$ cat src/rtl/frac_clk_div_pkg.sv
`default_nettype none
// ---------------------------------------------------------------------------
// frac_clk_div_pkg - shared types, reset configuration and legality check
// for the frac_clk_div_mc fractional clock divider.            Rev 1.0
// ---------------------------------------------------------------------------
package frac_clk_div_pkg;

  localparam int CFG_ACC_W = 16;
  localparam int RST_INC   = 1;
  localparam int RST_MOD   = 2;

  typedef enum logic [1:0] {
    IDLE = 2'd0,
    RUN  = 2'd1,
    STOP = 2'd2
  } ch_state_e;

  typedef struct packed {
    logic [CFG_ACC_W-1:0] inc;
    logic [CFG_ACC_W-1:0] mod;
  } div_cfg_t;

  // Operands arrive zero-extended to 32 bits so any ACC_W up to 32 can share this.
  function automatic logic cfg_legal(input logic [31:0] inc, input logic [31:0] mod);
    return (inc != 32'd0) && (mod != 32'd0) && ({inc, 1'b0} <= {1'b0, mod});
  endfunction

endpackage
`default_nettype wire

$ cat src/rtl/frac_clk_div_ch.sv
`default_nettype none
// ---------------------------------------------------------------------------
// frac_clk_div_ch - one divider channel: FSM, phase accumulator, shadow
// config and busy flag. Optional edge counter: FRAC_CLK_DIV_EDGE_CNT_EN. Rev 1.0
// ---------------------------------------------------------------------------
module frac_clk_div_ch #(
  parameter int ACC_W = 16
) (
  input  logic             clk_in,
  input  logic             rst_n,
  input  logic             i_en,
  input  logic             i_wr,
  input  logic [ACC_W-1:0] i_inc,
  input  logic [ACC_W-1:0] i_mod,
  output logic             o_clk,
  output logic             o_rise,
  output logic             o_busy
`ifdef FRAC_CLK_DIV_EDGE_CNT_EN
  ,
  output logic [15:0]      o_edge_cnt
`endif
);
  import frac_clk_div_pkg::*;

  typedef struct packed {
    logic [ACC_W-1:0] inc;
    logic [ACC_W-1:0] mod;
  } ch_cfg_t;

  localparam ch_cfg_t c_rst_cfg = '{inc: ACC_W'(RST_INC), mod: ACC_W'(RST_MOD)};

  ch_state_e        r_state;
  ch_state_e        w_state_nxt;
  logic             r_en;
  logic [ACC_W-1:0] r_acc;
  logic             r_clk;
  logic             r_rise;
  logic             r_busy;
  ch_cfg_t          r_act;
  ch_cfg_t          r_shd;

  logic [ACC_W:0]   w_sum;
  logic [ACC_W-1:0] w_diff;
  logic             w_wrap;
  logic             w_accum;
  logic             w_tog;
  logic             w_apply;

  always_ff @(posedge clk_in or negedge rst_n) begin
    if (!rst_n) begin
      r_state <= IDLE;
    end else begin
      r_state <= w_state_nxt;
    end
  end

  // Dropping the enable while high finishes the high phase in STOP (no runt pulse).
  always_comb begin
    w_state_nxt = r_state;
    case (r_state)
      IDLE: if (r_en) w_state_nxt = RUN;
      RUN: begin
        if (!r_en) w_state_nxt = (!r_clk || w_tog) ? IDLE : STOP;
      end
      STOP: begin
        if (r_en)       w_state_nxt = RUN;
        else if (w_tog) w_state_nxt = IDLE;
      end
      default: w_state_nxt = IDLE;
    endcase
  end

  // Legal configs keep sum below 2*MOD, so one conditional subtract suffices.
  always_comb begin
    w_sum   = {1'b0, r_acc} + {r_act.inc, 1'b0};
    w_diff  = w_sum[ACC_W-1:0] - r_act.mod;
    w_wrap  = (w_sum >= {1'b0, r_act.mod});
    w_accum = (r_state == STOP) || ((r_state == RUN) && (r_en || r_clk));
    w_tog   = w_accum && w_wrap;
    w_apply = r_busy && ((r_state == IDLE) || (w_tog && !r_clk));
  end

  always_ff @(posedge clk_in or negedge rst_n) begin
    if (!rst_n) begin
      r_en   <= 1'b0;
      r_acc  <= '0;
      r_clk  <= 1'b0;
      r_rise <= 1'b0;
      r_busy <= 1'b0;
      r_act  <= c_rst_cfg;
      r_shd  <= c_rst_cfg;
    end else begin
      r_en   <= i_en;
      r_clk  <= w_tog ? !r_clk : r_clk;
      r_rise <= w_tog && !r_clk;
      // A new config restarts the phase exactly at the rising edge.
      if ((w_state_nxt == IDLE) || w_apply) begin
        r_acc <= '0;
      end else if (w_accum) begin
        r_acc <= w_wrap ? w_diff : w_sum[ACC_W-1:0];
      end
      if (w_apply) begin
        r_act  <= r_shd;
        r_busy <= 1'b0;
      end else if (i_wr) begin
        r_shd.inc <= i_inc;
        r_shd.mod <= i_mod;
        r_busy    <= 1'b1;
      end
    end
  end

  assign o_clk  = r_clk;
  assign o_rise = r_rise;
  assign o_busy = r_busy;

`ifdef FRAC_CLK_DIV_EDGE_CNT_EN
  logic [15:0] r_edge_cnt;

  always_ff @(posedge clk_in or negedge rst_n) begin
    if (!rst_n) begin
      r_edge_cnt <= '0;
    end else if (w_tog && !r_clk) begin
      r_edge_cnt <= r_edge_cnt + 16'd1;
    end
  end

  assign o_edge_cnt = r_edge_cnt;
`endif

endmodule
`default_nettype wire

$ cat src/rtl/frac_clk_div_mc.sv
`default_nettype none
// ---------------------------------------------------------------------------
// frac_clk_div_mc - multi-channel programmable fractional clock divider top.
// Optional per-channel edge counters: FRAC_CLK_DIV_EDGE_CNT_EN.  Rev 1.0
// ---------------------------------------------------------------------------
module frac_clk_div_mc #(
  parameter  int NUM_CH = 4,
  parameter  int ACC_W  = 16,
  localparam int CH_W   = (NUM_CH > 1) ? $clog2(NUM_CH) : 1
) (
  input  logic              clk_in,
  input  logic              rst_n,
  input  logic [NUM_CH-1:0] ch_en,
  input  logic              cfg_valid,
  output logic              cfg_ready,
  input  logic [CH_W-1:0]   cfg_ch,
  input  logic [ACC_W-1:0]  cfg_inc,
  input  logic [ACC_W-1:0]  cfg_mod,
  output logic              cfg_err,
  output logic [NUM_CH-1:0] clk_out,
  output logic [NUM_CH-1:0] rise_pulse,
  output logic [NUM_CH-1:0] ch_busy
`ifdef FRAC_CLK_DIV_EDGE_CNT_EN
  ,
  output logic [NUM_CH*16-1:0] edge_cnt
`endif
);
  import frac_clk_div_pkg::*;

  logic [NUM_CH-1:0] w_busy;
  logic [NUM_CH-1:0] w_wr;
  logic              w_ch_ok;
  logic              w_sel_busy;
  logic              w_accept;
  logic              w_legal;
  logic              r_err;

  // Out-of-range channel numbers are accepted and reported as illegal.
  always_comb begin
    w_ch_ok    = 1'b0;
    w_sel_busy = 1'b0;
    for (int i = 0; i < NUM_CH; i++) begin
      if (cfg_ch == CH_W'(i)) begin
        w_ch_ok    = 1'b1;
        w_sel_busy = w_busy[i];
      end
    end
  end

  assign cfg_ready = !w_sel_busy;
  assign w_accept  = cfg_valid && cfg_ready;
  assign w_legal   = w_ch_ok && cfg_legal(32'(cfg_inc), 32'(cfg_mod));

  always_comb begin
    w_wr = '0;
    for (int i = 0; i < NUM_CH; i++) begin
      w_wr[i] = w_accept && w_legal && (cfg_ch == CH_W'(i));
    end
  end

  always_ff @(posedge clk_in or negedge rst_n) begin
    if (!rst_n) begin
      r_err <= 1'b0;
    end else begin
      r_err <= w_accept && !w_legal;
    end
  end

  assign cfg_err = r_err;

  for (genvar g = 0; g < NUM_CH; g++) begin : g_ch
    frac_clk_div_ch #(
      .ACC_W(ACC_W)
    ) u_ch (
      .clk_in    (clk_in),
      .rst_n     (rst_n),
      .i_en      (ch_en[g]),
      .i_wr      (w_wr[g]),
      .i_inc     (cfg_inc),
      .i_mod     (cfg_mod),
      .o_clk     (clk_out[g]),
      .o_rise    (rise_pulse[g]),
      .o_busy    (w_busy[g])
`ifdef FRAC_CLK_DIV_EDGE_CNT_EN
      ,
      .o_edge_cnt(edge_cnt[g*16 +: 16])
`endif
    );
  end

  assign ch_busy = w_busy;

endmodule
`default_nettype wire

$ cat config.mk
export PLATFORM = sky130hd
export DESIGN_NAME = frac_clk_div_mc
export DESIGN_NICKNAME = d
export VERILOG_FILES = /design/src/rtl/frac_clk_div_pkg.sv /design/src/rtl/frac_clk_div_ch.sv /design/src/rtl/frac_clk_div_mc.sv
export SDC_FILE = /design/constraint.sdc
export NUM_CORES = 1
export LEC_CHECK = 0
export CORE_ASPECT_RATIO = 2
export CORE_MARGIN = 10
export CORE_UTILIZATION = 55
export CTS_CLUSTER_SIZE = 24
export DETAILED_ROUTE_END_ITERATION = 12
export GPL_ROUTABILITY_DRIVEN = 0
export PLACE_DENSITY = 0.72
export SLEW_MARGIN = 20
export SYNTH_ARGS = -nofsm -noshare
export SYNTH_HDL_FRONTEND = slang
export SYNTH_HIERARCHICAL = 1
export SYNTH_SLANG_ARGS = --single-unit
$ cat constraint.sdc
create_clock -name clk_in -period 5.2 [get_ports clk_in]
set_input_delay 0.52 -clock clk_in [delete_from_list [all_inputs] [get_ports clk_in]]
set_output_delay 0.52 -clock clk_in [all_outputs]
set_load 0.005 [all_outputs]
==> results of run 1 <==
metrics by stage:
stage	setup slack [ps]	instances	hold slack (ps)	utilization [%]
3_3_place_gp	275	2408	464	58.9
5_1_grt	4.17	2468	363	61.9
2_1_floorplan	729	1890	224	-
6_report	232	2469	371	61.9
4_1_cts	202	2465	349	61.9
3_5_place_dp	231	2408	476	58.9
cells in the mapped netlist (all sizes together), types with 5 or more instances:
library cell	number	share of area [%]
a2111oi	5	0.30
a211oi	52	1.9
a21boi	19	0.75
a21o	25	0.92
a21oi	106	2.6
a311oi	11	0.47
a31oi	17	0.52
and2	12	0.37
and3	6	0.18
buf	41	1.6
clkbuf	14	0.26
dfrtp	329	40
dfstp	16	2.0
fa	8	0.78
ha	139	8.5
inv	127	2.3
mux2	256	15
mux2i	35	1.7
nand2	93	1.7
nand2b	23	0.70
nand3	29	0.71
nand3b	5	0.18
nand4	8	0.24
nor2	134	2.5
nor2b	14	0.43
nor3	34	0.83
nor4	12	0.44
o211ai	12	0.44
o21a	28	1.0
o21ai	75	1.8
o21bai	14	0.51
o311ai	10	0.68
o31a	7	0.30
o31ai	17	0.89
or2	14	0.43
or3	12	0.37
xnor2	63	2.7
xor2	20	0.85
final cells by class:
class | count | area [um2] | area share (%)
multi-input cells | 1362 | 11000 | 48.1
well taps | 459 | 574 | 2.50
clock buffers | 35 | 821 | 3.58
clock inverters | 21 | 248 | 1.08
diodes | 1 | 2.50 | 0.0109
inverters | 128 | 482 | 2.10
flip-flops and latches | 345 | 8650 | 37.7
repair buffers | 118 | 1120 | 4.86
worst paths after layout:
kind	end	startpoint	slack, ps	cells after the start
max in group asynchronous	g_ch[3].u_ch/r_act[31]	rst_n	3540	3
worst max register to register	g_ch[1].u_ch/r_shd[4]	g_ch[1].u_ch/r_acc[5]	230	16
worst max-delay path	g_ch[1].u_ch/r_shd[4]	g_ch[1].u_ch/r_acc[5]	230	16
worst min-delay path	g_ch[1].u_ch/r_en	ch_en[1]	370	1
worst min register to register	g_ch[1].u_ch/r_shd[14]	g_ch[1].u_ch/r_shd[14]	490	1
min in group asynchronous	g_ch[0].u_ch/r_act[2]	rst_n	450	2
sequential cells by signal, indices dropped and copies added (netlist names):
name               flops
g_ch.u_ch/r_en         4
g_ch.u_ch/r_act      128
g_ch.u_ch/o_rise       4
g_ch.u_ch/r_acc       64
g_ch.u_ch/o_clk        4
cfg_err                1
g_ch.u_ch/r_state      8
g_ch.u_ch/r_shd      128
g_ch.u_ch/o_busy       4
placed cells by master, fill, tap and decap left out, drive strengths merged, types with 19 or more instances in the layout:
| master | netlist | routed |
|---|---|---|
| clkbuf | 14 | 35 |
| xor2 | 20 | 20 |
| a211oi | 52 | 52 |
| a21boi | 19 | 19 |
| o21a | 28 | 28 |
| ha | 139 | 139 |
| nand3 | 29 | 29 |
| dfrtp | 329 | 329 |
| inv | 127 | 133 |
| mux2i | 35 | 35 |
| mux2 | 256 | 256 |
| nand2b | 23 | 23 |
| a21oi | 106 | 106 |
| buf | 41 | 64 |
| nor2 | 134 | 134 |
| nand2 | 93 | 93 |
| a21o | 25 | 25 |
| o21ai | 75 | 75 |
| clkdlybuf4s50 | 0 | 53 |
| xnor2 | 63 | 63 |
| nor3 | 34 | 34 |
critical path, delay by kind of cell, from the launching register on:
kind,cells,cell delay (ps)
compound gates,7,1760
fa+ha+maj,2,660
buf+inv,1,210
flops,1,390
mux,1,340
simple gates,5,1470
layer usage:
layer	GRT usage [%]	vias to the layer above	wire [um]
li1	-	7027	-
met1	22.7	7303	18300
met2	40.7	398	26800
met3	3.28	149	2350
met4	13.5	0	3110
met5	0	-	0
repair_timing:
| item | in CTS | in global routing |
|---|---|---|
| endpoints found under the hold margin | 47 | 0 |
| resized for setup | 0 | 2 |
| setup buffers | 0 | 3 |
| hold buffers | 1 | 0 |
| setup endpoints to repair | 0 | 32 |
kinds of logic (layout without fill, tap and decap cells):
group	Yosys count	count (layout)	synth area share (%)
compound gates	430	430	14.8
xor+xnor	83	83	3.53
fa+ha+maj	147	147	9.24
buf+inv	183	302	4.25
flops	345	345	42.1
mux	292	292	16.4
other cells	0	1	0
simple gates	410	410	9.73
==> metrics.md, run 1 <==
| Metric | Value |
|---|---|
| Status | finished, final reports clean |
| Largest net degree at the start of global routing | 163 |
| H-tree levels | 1 |
| Max clock buf depth | 3 |
| Core ar. | 37000 um2 |
| Sum of negative setup slack | 0 ps |
| Crit path max-delay cell type | or4b_2 |
| Die ar. | 46000 um2 |
| Post-synthesis average cell area | 10.9 um2 |
| Initial Utilization | ~56% |
| CTS tree | done |
| Worst setup SP type | flop |
| Root Buffer | clkbuf_16 |
| Netlist cell types | 77 |
| Area growth syn-to-layout | 11.6% |
| Die Span Y | 293 um |
| Post-synthesis cell count | 1890 |
| WL final | 50.5 mm |
| Clock-pin slew on the worst setup and hold paths | 70 ps |
| Worst path max stage delay | 620 ps |
| Data arrival time of the worst path | 5420 ps |
| Sequential share of the synthesized area | 42.1% |
| #FFs+latches synth | 345 |
| Max-Cap Viols | 0 |
| Syn_nets | 2078 |
| Grt total ovfl | 0 |
| Io pins | 55 |
| Gr usage total | 22.1% |
| Async set or reset register ratio after synthesis | 100% |
| Vias in the first global route | 15786 |
| Slew Viols, Final | 0 |
| Worst path cell trace | ha_1 > a2111oi_2 > a21oi_1 > o21a_1 > or4b_2 > nand3_1 > ha_1 > a21oi_1 > nand2_1 > nand3_1 > a31oi_1 > o31a_1 > nor2_2 > o311ai_4 > buf_12 > mux2_1 |
| Clock sink total | 345 |
| Port bufs | 54 |
| Fraction of final layout cells sized beyond drive strength 1 | 16.5% |
| DRT Pass-1 Iters | 5 |
| Tmin final | 4970 ps |
| Fmax | 201 MHz |
| # DRC | 0 |
| Rows | 100 |
| Worst hold path type | input pin to flop |
| Worst-path maximum fanout | 32 |
| Setup CP Type | flop to flop |
| Nets | 2174 |
| Top_reg_cell synth | dfrtp_1 |
| Vias per inst | 6.03 |
| Fin. Hold Viols | 0 |
| Slew headroom | 33.5% |
| First-pass GRT wire length | 81.0 mm |
| Antenna violations before repair | 5 |
| Fill count | 3026 |
| Post-Syn Area | a little over 20000 um2 |
| Setup-failing EPs final | 0 |
| CTS Buf Count | 31 |
| Final antenna-violating net count | 0 |
| EDFF count, synth | 0 |
| Crit path capture type | flop |
| Worst Path Required | 5660 ps |
| Drt wl/cell | 20.5 um |
| Worst clock skew | 19.8 ps |
| Period utilization | 95.5% |
| Die Wd | 157 um |
| RSZ-0062 raised after global routing | false |
| DP Area | 21800 um2 |
| Worst skew pair latency | 590 ps |
| Syn. warnings | 6 |
| Dpl hpwl | 36.9 mm |
| Design Area, Final | around 23000 um2 |
| Vias | 14877 |
| Initial DRC Count | ~800 |
| Worst-margin pin slew | 995 ps |
Power of run 1 is left out: the tool's default activity adds up to more than one toggle a clock period on the data nets, which glitch-free logic cannot reach.
==> run 2: changes to the inputs <==
--- a/config.mk
+++ b/config.mk
@@ -8,6 +8,7 @@
 export CORE_ASPECT_RATIO = 2
 export CORE_MARGIN = 10
 export CORE_UTILIZATION = 55
+export CTS_CLUSTER_DIAMETER = 80
 export CTS_CLUSTER_SIZE = 24
 export DETAILED_ROUTE_END_ITERATION = 12
 export GPL_ROUTABILITY_DRIVEN = 0
==> run 2 against run 1 <==
Effect of this change:
- count of clock-buffer cells in the layout decreased by 7
- non-clock buffer count unchanged
- flip-flop and latch count unchanged
- final cell count decreased by 1.0%
- largest cell class unchanged
- highest routed layer unchanged
==> metrics.md, run 2 (synthesized netlist as in run 1, its figures left out) <==
| Metric | Value |
|---|---|
| DR top layer | met4 |
| Status | finished, final reports clean |
| Drt wl/cell | 20.6 um (+0.52%) |
| Slew Viols, Final | 0 (unchanged) |
| Vias per inst | 6.05 (+0.49%) |
| Worst hold path type | input pin to flop |
| Initial DRC Count | 675 (-16%) |
| Port bufs | 54 (unchanged) |
| Initial Utilization | 55.5% (unchanged) |
| Root Buffer | clkbuf_16 |
| Grt total ovfl | 0 (unchanged) |
| Worst skew pair latency | 540 ps (-50 ps) |
| Worst path max stage delay | 610 ps (about the same) |
| Vias | 14798 (-0.53%) |
| Met1 wire length | 18.5 mm (+1.3%) |
| Worst Path Required | 5610 ps (-50 ps) |
| Nets | 2161 (-0.60%) |
| Rows | 100 (unchanged) |
| Worst slack, placed | 231 ps (unchanged) |
| Worst clock skew | 17.1 ps (-2.66 ps) |
| Clock-pin slew on the worst setup and hold paths | 100 ps (+30 ps) |
| Met2 Routed Length | 27.3 mm (+1.9%) |
| Worst path cell trace | ha_1 > o21a_1 > o21ai_0 > a21oi_1 > o21a_1 > or4b_2 > nand3_1 > ha_1 > a21oi_1 > nand2_1 > nand3_1 > a31oi_1 > o31a_1 > o311ai_1 > o311ai_4 > buf_12 > mux2_1 |
| Fin. Hold Viols | 0 (unchanged) |
| CTS Buf Count | 18 (-42%) |
| Worst-path maximum fanout | 32 (unchanged) |
| Worst-margin pin slew | 1050 ps (+54.1 ps) |
| Post-route setup slack | 252 ps (+19.9 ps) |
| Data arrival time of the worst path | 5360 ps (-60 ps) |
| Fmax | 202 MHz (+0.40%) |
| Max clock buf depth | 3 (unchanged) |
| Most common cell after layout, fill and taps aside | dfrtp_1 |
| Period utilization | 95.2% (-0.38 points) |
| Crit path capture type | flop |
| # DRC | 0 (unchanged) |
| Dpl hpwl | 36.9 mm (unchanged) |
| Die Span Y | 293 um (unchanged) |
| Worst setup SP type | flop |
| Clock sink total | 345 (unchanged) |
| Max-Cap Viols | 0 (unchanged) |
| CTS tree | done |
| Met3 WL | 1.95 mm (-17%) |
| Core ar. | 37000 um2 (unchanged) |
| Area growth syn-to-layout | 8.94% |
| Tmin final | 4950 ps (-19.9 ps) |
| First-pass GRT wire length | 80.2 mm (-0.97%) |
| Io pins | 55 (unchanged) |
| Largest net degree at the start of global routing | 163 (unchanged) |
| RSZ-0062 raised after global routing | false |
| DRT Pass-1 Iters | 5 (unchanged) |
| Die ar. | 46000 um2 (unchanged) |
| Slew headroom | 29.9% (-3.6 points) |
| Crit path max-delay cell type | or4b_2 |
| Setup-failing EPs final | 0 (unchanged) |
| Gr usage total | 21.8% (-0.25 points) |
| Sum of negative setup slack | 0 ps (unchanged) |
| Fraction of final layout cells sized beyond drive strength 1 | 15.1% (-1.5 points) |
| Top Registers | g_ch.u_ch/r_act x128, g_ch.u_ch/r_shd x128, g_ch.u_ch/r_acc x64 |
| Antenna violations before repair | 5 (unchanged) |
| Hold Slack | 416 ps (+45.5 ps) |
| Die Wd | 157 um (unchanged) |
| Final antenna-violating net count | 0 (unchanged) |
| Setup CP Type | flop to flop |
| Most frequent cells in the layout | 329 x dfrtp_1, 139 x ha_1, 131 x nor2_1 |
| H-tree levels | 1 (unchanged) |
| Vias in the first global route | 15556 (-1.5%) |
| WL final | 50.3 mm (-0.50%) |
-- run 2: cell types whose count changed in the layout (fill, tap and decap cells not counted), sizes merged --
cell and delta:
clkinv -8, inv -5, clkbuf -7, clkinvlp -1, bufinv -4
-- run 2: final timing paths --
kind | from | endpoint | slack [ps] | cells after the start
min in group asynchronous | rst_n | g_ch[0].u_ch/r_acc[2] | 500 | 2
max in group asynchronous | rst_n | g_ch[3].u_ch/r_act[31] | 3520 | 3
min reg2reg | g_ch[2].u_ch/r_shd[22] | g_ch[2].u_ch/r_act[22] | 490 | 1
min | ch_en[1] | g_ch[1].u_ch/r_en | 420 | 1
max reg2reg | g_ch[2].u_ch/r_acc[6] | g_ch[2].u_ch/r_shd[20] | 250 | 17
max | g_ch[2].u_ch/r_acc[6] | g_ch[2].u_ch/r_shd[20] | 250 | 17
-- run 2: per-stage QoR --
step	cell area (um2)	std cells	util, %
4_1_cts	22400	2440	60.4
3_3_place_gp	21800	2408	58.9
3_5_place_dp	21800	2408	58.9
5_1_grt	22400	2443	60.5
6_report	22400	2444	60.5
2_1_floorplan	20600	1890	-
-- run 2: layer usage --
layer  global-route usage [%]  vias up
li1                         -     6999
met1                     23.1     7313
met2                     41.2      358
met3                     2.27      128
met4                     11.1        0
met5                        0        -
-- run 2: layout make-up --
type | count | area [um2]
clock inverter | 3 | 21.3
multi-input combinational | 1362 | 11000
timing repair buffer | 118 | 1120
antenna | 1 | 2.50
fill | 3088 | 14600
tap | 459 | 574
sequential | 345 | 8650
inverter | 128 | 482
clock buffer | 28 | 509
-- run 2: repair_timing --
action | CTS | global route
resized for setup | 0 | 2
buffers inserted | 0 | 3
endpoints found under the hold margin | 47 | 0
setup endpoints to repair | 0 | 32
hold buffers | 1 | 0
-- run 2: critical path, delay by kind of cell, from the launching register on --
kind / cells / cell delay (ps)
AO/OA/AOI/OAI: 9 / 2280
flip-flops: 1 / 400
multiplexers: 1 / 340
AND/OR/NAND/NOR: 4 / 900
buffers and inverters: 1 / 230
adder cells (fa/ha/maj): 2 / 650
Power of run 2 is left out for the same reason.
